--- config.mk ---
export PLATFORM = sky130hd
export DESIGN_NAME = u712_sdram_init_refresh
export DESIGN_NICKNAME = d
export VERILOG_FILES = /design/src/rtl/u712_sdram_init_refresh.sv
export SDC_FILE = /design/constraint.sdc
export NUM_CORES = 1
export LEC_CHECK = 0
export ABC_AREA = 1
export BUFFER_PORTS_ARGS = -buffer_cell sky130_fd_sc_hd__buf_2
export CORE_MARGIN = 10
export CORE_UTILIZATION = 63
export CTS_CLUSTER_DIAMETER = 200
export DETAILED_ROUTE_END_ITERATION = 8
export PLACE_DENSITY = 0.84
export RECOVER_POWER = 100
export SYNTH_ARGS = -nofsm -noshare
export SYNTH_HDL_FRONTEND = slang
export SYNTH_SLANG_ARGS = --single-unit
--- constraint.sdc ---
create_clock -name CLK80 -period 5.1 [get_ports CLK80]
set_input_delay 0.51 -clock CLK80 [delete_from_list [all_inputs] [get_ports CLK80]]
set_output_delay 0.51 -clock CLK80 [all_outputs]
set_load 0.05 [all_outputs]
--- src/rtl/u712_sdram_init_refresh.sv ---
// SDRAM power-up init sequencer and periodic auto-refresh requester for U712 chip RAM.
// Optional U712_REFRESH_BURST_EN: one REF_ACK grant drains every pending refresh back-to-back.
module u712_sdram_init_refresh #(
   parameter int          PWRUP_CYCLES   = 16000,
   parameter int          REF_INTERVAL   = 624,
   parameter int          TRP_CYCLES     = 2,
   parameter int          TRFC_CYCLES    = 6,
   parameter int          TMRD_CYCLES    = 2,
   parameter int          INIT_REFRESHES = 8,
   parameter logic [10:0] MODE_WORD      = 11'h020
) (
   input  logic        CLK80,
   input  logic        RESET,
   input  logic        REF_ACK,
   output logic        INIT_DONE,
   output logic        REF_REQ,
   output logic        CMD_ACTIVE,
   output logic        CMD_CLK_EN,
   output logic        CMD_CSn,
   output logic        CMD_RASn,
   output logic        CMD_CASn,
   output logic        CMD_WEn,
   output logic [1:0]  CMD_BANK,
   output logic [10:0] CMD_MA
);

   localparam int CW = $clog2(PWRUP_CYCLES + 1);
   localparam int IW = $clog2(REF_INTERVAL + 1);
   localparam int RW = $clog2(INIT_REFRESHES + 1);

   typedef enum logic [3:0] {
      ST_PWRUP, ST_PALL, ST_TRP, ST_INITREF, ST_ITRFC,
      ST_MRS, ST_TMRD, ST_IDLE, ST_REF, ST_RTRFC
   } state_t;

   state_t        state_q, state_d;
   logic [CW-1:0] cnt_q, cnt_d;
   logic [IW-1:0] icnt_q, icnt_d;
   logic [RW-1:0] rcnt_q, rcnt_d;
   logic [2:0]    pend_q, pend_d;
   logic          init_done_q, init_done_d;
   logic          ref_req_q, ref_req_d;
   logic          active_q, active_d;
   logic          cke_q, cke_d;
   logic [3:0]    cmd_q, cmd_d;
   logic [1:0]    bank_q, bank_d;
   logic [10:0]   ma_q, ma_d;
   logic          tick;
   logic          grant;

   always_comb begin
      tick   = init_done_q && (icnt_q == IW'(REF_INTERVAL - 1));
      icnt_d = '0;
      if (init_done_q && !tick) icnt_d = icnt_q + 1'b1;

      grant = (state_q == ST_IDLE) && ref_req_q && REF_ACK;

      // A tick landing on the REF cycle cancels the decrement.
      pend_d = pend_q;
      if (tick && (state_q != ST_REF) && (pend_q != 3'd7)) pend_d = pend_q + 3'd1;
      else if (!tick && (state_q == ST_REF))               pend_d = pend_q - 3'd1;

      state_d = state_q;
      rcnt_d  = rcnt_q;
      case (state_q)
         ST_PWRUP:   if (cnt_q == CW'(PWRUP_CYCLES - 1)) state_d = ST_PALL;
         ST_PALL:    state_d = ST_TRP;
         ST_TRP:     if (cnt_q == CW'(TRP_CYCLES - 1)) state_d = ST_INITREF;
         ST_INITREF: begin
            state_d = ST_ITRFC;
            rcnt_d  = rcnt_q + 1'b1;
         end
         ST_ITRFC: begin
            if (cnt_q == CW'(TRFC_CYCLES - 1))
               state_d = (rcnt_q == RW'(INIT_REFRESHES)) ? ST_MRS : ST_INITREF;
         end
         ST_MRS:     state_d = ST_TMRD;
         ST_TMRD:    if (cnt_q == CW'(TMRD_CYCLES - 1)) state_d = ST_IDLE;
         ST_IDLE:    if (grant) state_d = ST_REF;
         ST_REF:     state_d = ST_RTRFC;
         ST_RTRFC: begin
            if (cnt_q == CW'(TRFC_CYCLES - 1)) begin
`ifdef U712_REFRESH_BURST_EN
               state_d = (pend_d != 3'd0) ? ST_REF : ST_IDLE;
`else
               state_d = ST_IDLE;
`endif
            end
         end
         default:    state_d = ST_PWRUP;
      endcase

      cnt_d = cnt_q + 1'b1;
      if ((state_d != state_q) || (state_q == ST_IDLE)) cnt_d = '0;

      init_done_d = init_done_q || (state_d == ST_IDLE);
      ref_req_d   = init_done_q && (pend_q != 3'd0) && (state_q == ST_IDLE) && !grant;
      active_d    = (state_d != ST_IDLE);
      cke_d       = (state_d != ST_PWRUP) || (cnt_d == CW'(PWRUP_CYCLES - 1));

      // Command outputs are registered from the next state so they align with it.
      cmd_d  = 4'b0111;
      bank_d = 2'b00;
      ma_d   = '0;
      case (state_d)
         ST_PALL: begin
            cmd_d    = 4'b0010;
            ma_d[10] = 1'b1;
         end
         ST_INITREF, ST_REF: cmd_d = 4'b0001;
         ST_MRS: begin
            cmd_d = 4'b0000;
            ma_d  = MODE_WORD;
         end
         default: cmd_d = 4'b0111;
      endcase
   end

   always_ff @(posedge CLK80) begin
      if (RESET) begin
         state_q     <= ST_PWRUP;
         cnt_q       <= '0;
         icnt_q      <= '0;
         rcnt_q      <= '0;
         pend_q      <= 3'd0;
         init_done_q <= 1'b0;
         ref_req_q   <= 1'b0;
         active_q    <= 1'b1;
         cke_q       <= 1'b0;
         cmd_q       <= 4'b1111;
         bank_q      <= 2'b00;
         ma_q        <= '0;
      end else begin
         state_q     <= state_d;
         cnt_q       <= cnt_d;
         icnt_q      <= icnt_d;
         rcnt_q      <= rcnt_d;
         pend_q      <= pend_d;
         init_done_q <= init_done_d;
         ref_req_q   <= ref_req_d;
         active_q    <= active_d;
         cke_q       <= cke_d;
         cmd_q       <= cmd_d;
         bank_q      <= bank_d;
         ma_q        <= ma_d;
      end
   end

   assign INIT_DONE  = init_done_q;
   assign REF_REQ    = ref_req_q;
   assign CMD_ACTIVE = active_q;
   assign CMD_CLK_EN = cke_q;
   assign CMD_CSn    = cmd_q[3];
   assign CMD_RASn   = cmd_q[2];
   assign CMD_CASn   = cmd_q[1];
   assign CMD_WEn    = cmd_q[0];
   assign CMD_BANK   = bank_q;
   assign CMD_MA     = ma_q;

endmodule
==> summary.txt <==
Run
  – Max-cap violations: 0

Synth
  – Cell variety after synth: 33
  – Synth area leader: dfxtp_1
  – Syn Area/Cell: around 7.0 um^2
  – Ys Warns: 0
  – Post-synthesis sequential area ratio: 0.368
  – Post-synthesis instance area: about 0.0024 mm^2
  – Post-synthesis async set-or-reset flop share: 0
  – Synth top area share: 0.368
  – Cell count after synthesis: between 300 and 400
  – Post-synth EDFFs: 0
  – Area contributors post-synth: dfxtp_1 37%, nand2_1 12%, nor2_1 6.6%
  – Synth Flop Type: dfxtp_1
  – #FFs+latches synth: 45

Cells and area
  – Reg area: around 900 um^2
  – Final Cell Area: around 0.0025 mm^2
  – Multi-input logic area: about 0.0012 mm^2
  – Fill cell count: approximately 350
  – Ant diodes: 0
  – Synth-to-layout area growth: 2.97%
  – Share of post-route cells with drive strength above 1: 0.104
  – Most frequent cells in the layout: 82 x nand2_1, 49 x nor2_1, 45 x dfxtp_1, 41 x inv_1, 30 x nand3_1
  – Final Util: 0.677
  – Nets@finish: 375
  – Final Non-Filler Cells: 415
  – Most common cell after layout, fill and taps aside: nand2_1

Clock tree
  – Clock transition at the registers of the reported paths: about 80 ps
  – H-tree levels: 2
  – TritonCTS Buffers: 5
  – Clock Tree Buf Depth: 2
  – Worst skew pair latency: ~300 ps
  – Clock Tree Root: clkbuf_8
  – CTS tree: built
  – Post-CTS Setup Inserts: 0
  – Clk sinks: between 40 and 50
  – Post-CTS Hold Buffers: 0
  – Post-CTS sizing: 0

GRT
  – First-pass GRT wire length: 7790 um
  – Vias in the first global route: between 1,500 and 2,000
  – Largest net degree at the start of global routing: 15
  – GRT Total Usage: 0.145
  – Initial antenna violation count: 0
  – Grt ovf: 0

Critical path
  – Worst endpoint required time: 5350 ps
  – Crit path max-delay family: simple AND/OR/NAND/NOR gates
  – Worst path slowest cell: nand3_1
  – Crit path kind: reg2reg
  – Nature of the critical path startpoint: flop
  – Max FO, Critical Path: 14
  – Largest stage delay, worst path: between 500 and 600 ps
  – Buffers & Inverters on Critical Path: 1
  – Worst-path cell chain: ha_1, nand2_1, nor2_1, nand3_1, clkinv_1, nand3_1, nand2_2, nor2_1, nand2_2, nand3_1, nor2_1, nand2_1, nand2_1
  – Worst Path Arrival: ~3000 ps
  – Critical Path End Type: flop

Die
  – Number of primary I/O pins: 24
  – Core ar.: between 0.003 and 0.004 mm^2
  – Die footprint: ~0.0068 mm^2
  – Initial Util: 0.658
  – Rows: 22
  – Die height: just over 80 um
  – Die Span X: roughly 82 um

STA
  – Worst-margin pin slew: 772 ps
  – Setup tns final: 0 ps
  – Rel. slew slack: 0.484
  – PnR worst setup slack: about 2300 ps
  – Setup Skew: 6.63 ps
  – Crit path time final: 2750 ps
  – Crit share post-route: 0.540
  – RSZ-0062 raised after global routing: no
  – Setup-failing EPs final: 0
  – Final Max Slew Viols: 0
  – Final hold violations: 0
  – Fmax achieved: 363 MHz

Placed design
  – Hpwl dp: roughly 3700 um
  – Setup WS pre-CTS: 2990 ps
  – Number of port buffers: 12
  – RePlAce Congestion: about 0.95
  – Post-Place Cells: about 410
  – DP Area: roughly 0.0025 mm^2

Drt
  – Max layer used: met4
  – Detailed Route WL: around 4600 um
  – DRC: 0
  – DR WL met2: approximately 2100 um
  – DRT iter0 DRCs: 146
  – Met3 Wirelength: 275 um
  – Via density: ~5.0
  – Post-route met1 wirelength: around 2200 um
  – TritonRoute pass-1 iters: 4
  – Drt wl/cell: about 11 um
  – Via count: ~2,100
  – DRT antenna net count: 0

Power and ir drop
  – PwrDens: 240 mW/mm^2
  – Worst VDD drop: ~180 uV
  – LEAKAGE: between 0.001 and 0.0015 uW

Status
  – Status: completed

Min path
  – Hold/Removal Path Class: reg2reg
[cell usage after synthesis, types with 2 or more instances]
library cell / number
nand2_1: 81
dfxtp_1: 45
nor2_1: 43
inv_1: 41
nand3_1: 27
nor2_2: 18
buf_4: 12
a21oi_1: 11
nor3_1: 8
inv_2: 7
nand2_2: 6
nand4_1: 6
o21ai_0: 6
ha_1: 5
xor2_1: 5
nor3b_1: 4
o211ai_1: 3
xnor2_1: 3
clkinv_1: 2
nand3_2: 2
nor2_4: 2
nor3_2: 2
o21ai_1: 2
[state kept, by name (all words and copies together) (netlist names), 2 cells and up]
signal,cells
pend_q,3
CMD_MA,2
cmd_q,4
state_q,4
rcnt_q,4
icnt_q,10
cnt_q,14
[logic make-up after synthesis]
family,Yosys count,share of synthesized area
other,1,0.00153
AO/OA/AOI/OAI,22,0.0481
adder cells (fa/ha/maj),6,0.0338
flip-flops,45,0.368
AND/OR/NAND/NOR,205,0.398
XOR/XNOR,8,0.0287
buffers and inverters,64,0.121
[final cells by class]
type | instances | area share
multi-input cells | 252 | 0.493
flip-flops and latches | 45 | 0.358
inverters | 50 | 0.0746
clock buffers | 6 | 0.0288
well taps | 48 | 0.0239
repair buffers | 12 | 0.0184
clock inverters | 2 | 0.00398
[worst paths after layout]
kind         startpoint         end  slack [ps]  cells after the start
max            cnt_q[0]  CMD_CLK_EN        2350                     13
max reg2reg    cnt_q[0]  CMD_CLK_EN        2350                     13
min           icnt_q[0]   icnt_q[0]         450                      1
min reg2reg   icnt_q[0]   icnt_q[0]         450                      1
[report_power, final]
part	internal (uW)	switching (uW)	total [uW]
Combinational	4.90	30.4	35.3
Clock	95.0	118	213
Sequential	354	3.24	357
Total	453	151	605
[layer usage]
layer  GRT usage  vias to the layer above
li1            -                     1103
met1       0.179                      917
met2       0.232                       40
met3      0.0378                        8
met4      0.0646                        0
met5           0                        -
[per-stage QoR]
step	power, uW	hold slack, ps
6_report	605	451
5_1_grt	628	472
4_1_cts	612	450
3_5_place_dp	401	437
3_3_place_gp	401	431
2_1_floorplan	405	418
[worst register-to-register path, delay by kind of cell, from the launching register on]
| kind | cells | cell delay, ps |
|---|---|---|
| buffers and inverters | 1 | 70 |
| and+or+nand+nor | 11 | 1930 |
| adders and majority gates | 1 | 250 |
| DFF | 1 | 450 |
Note: power is estimated with default switching activity, not from simulation.
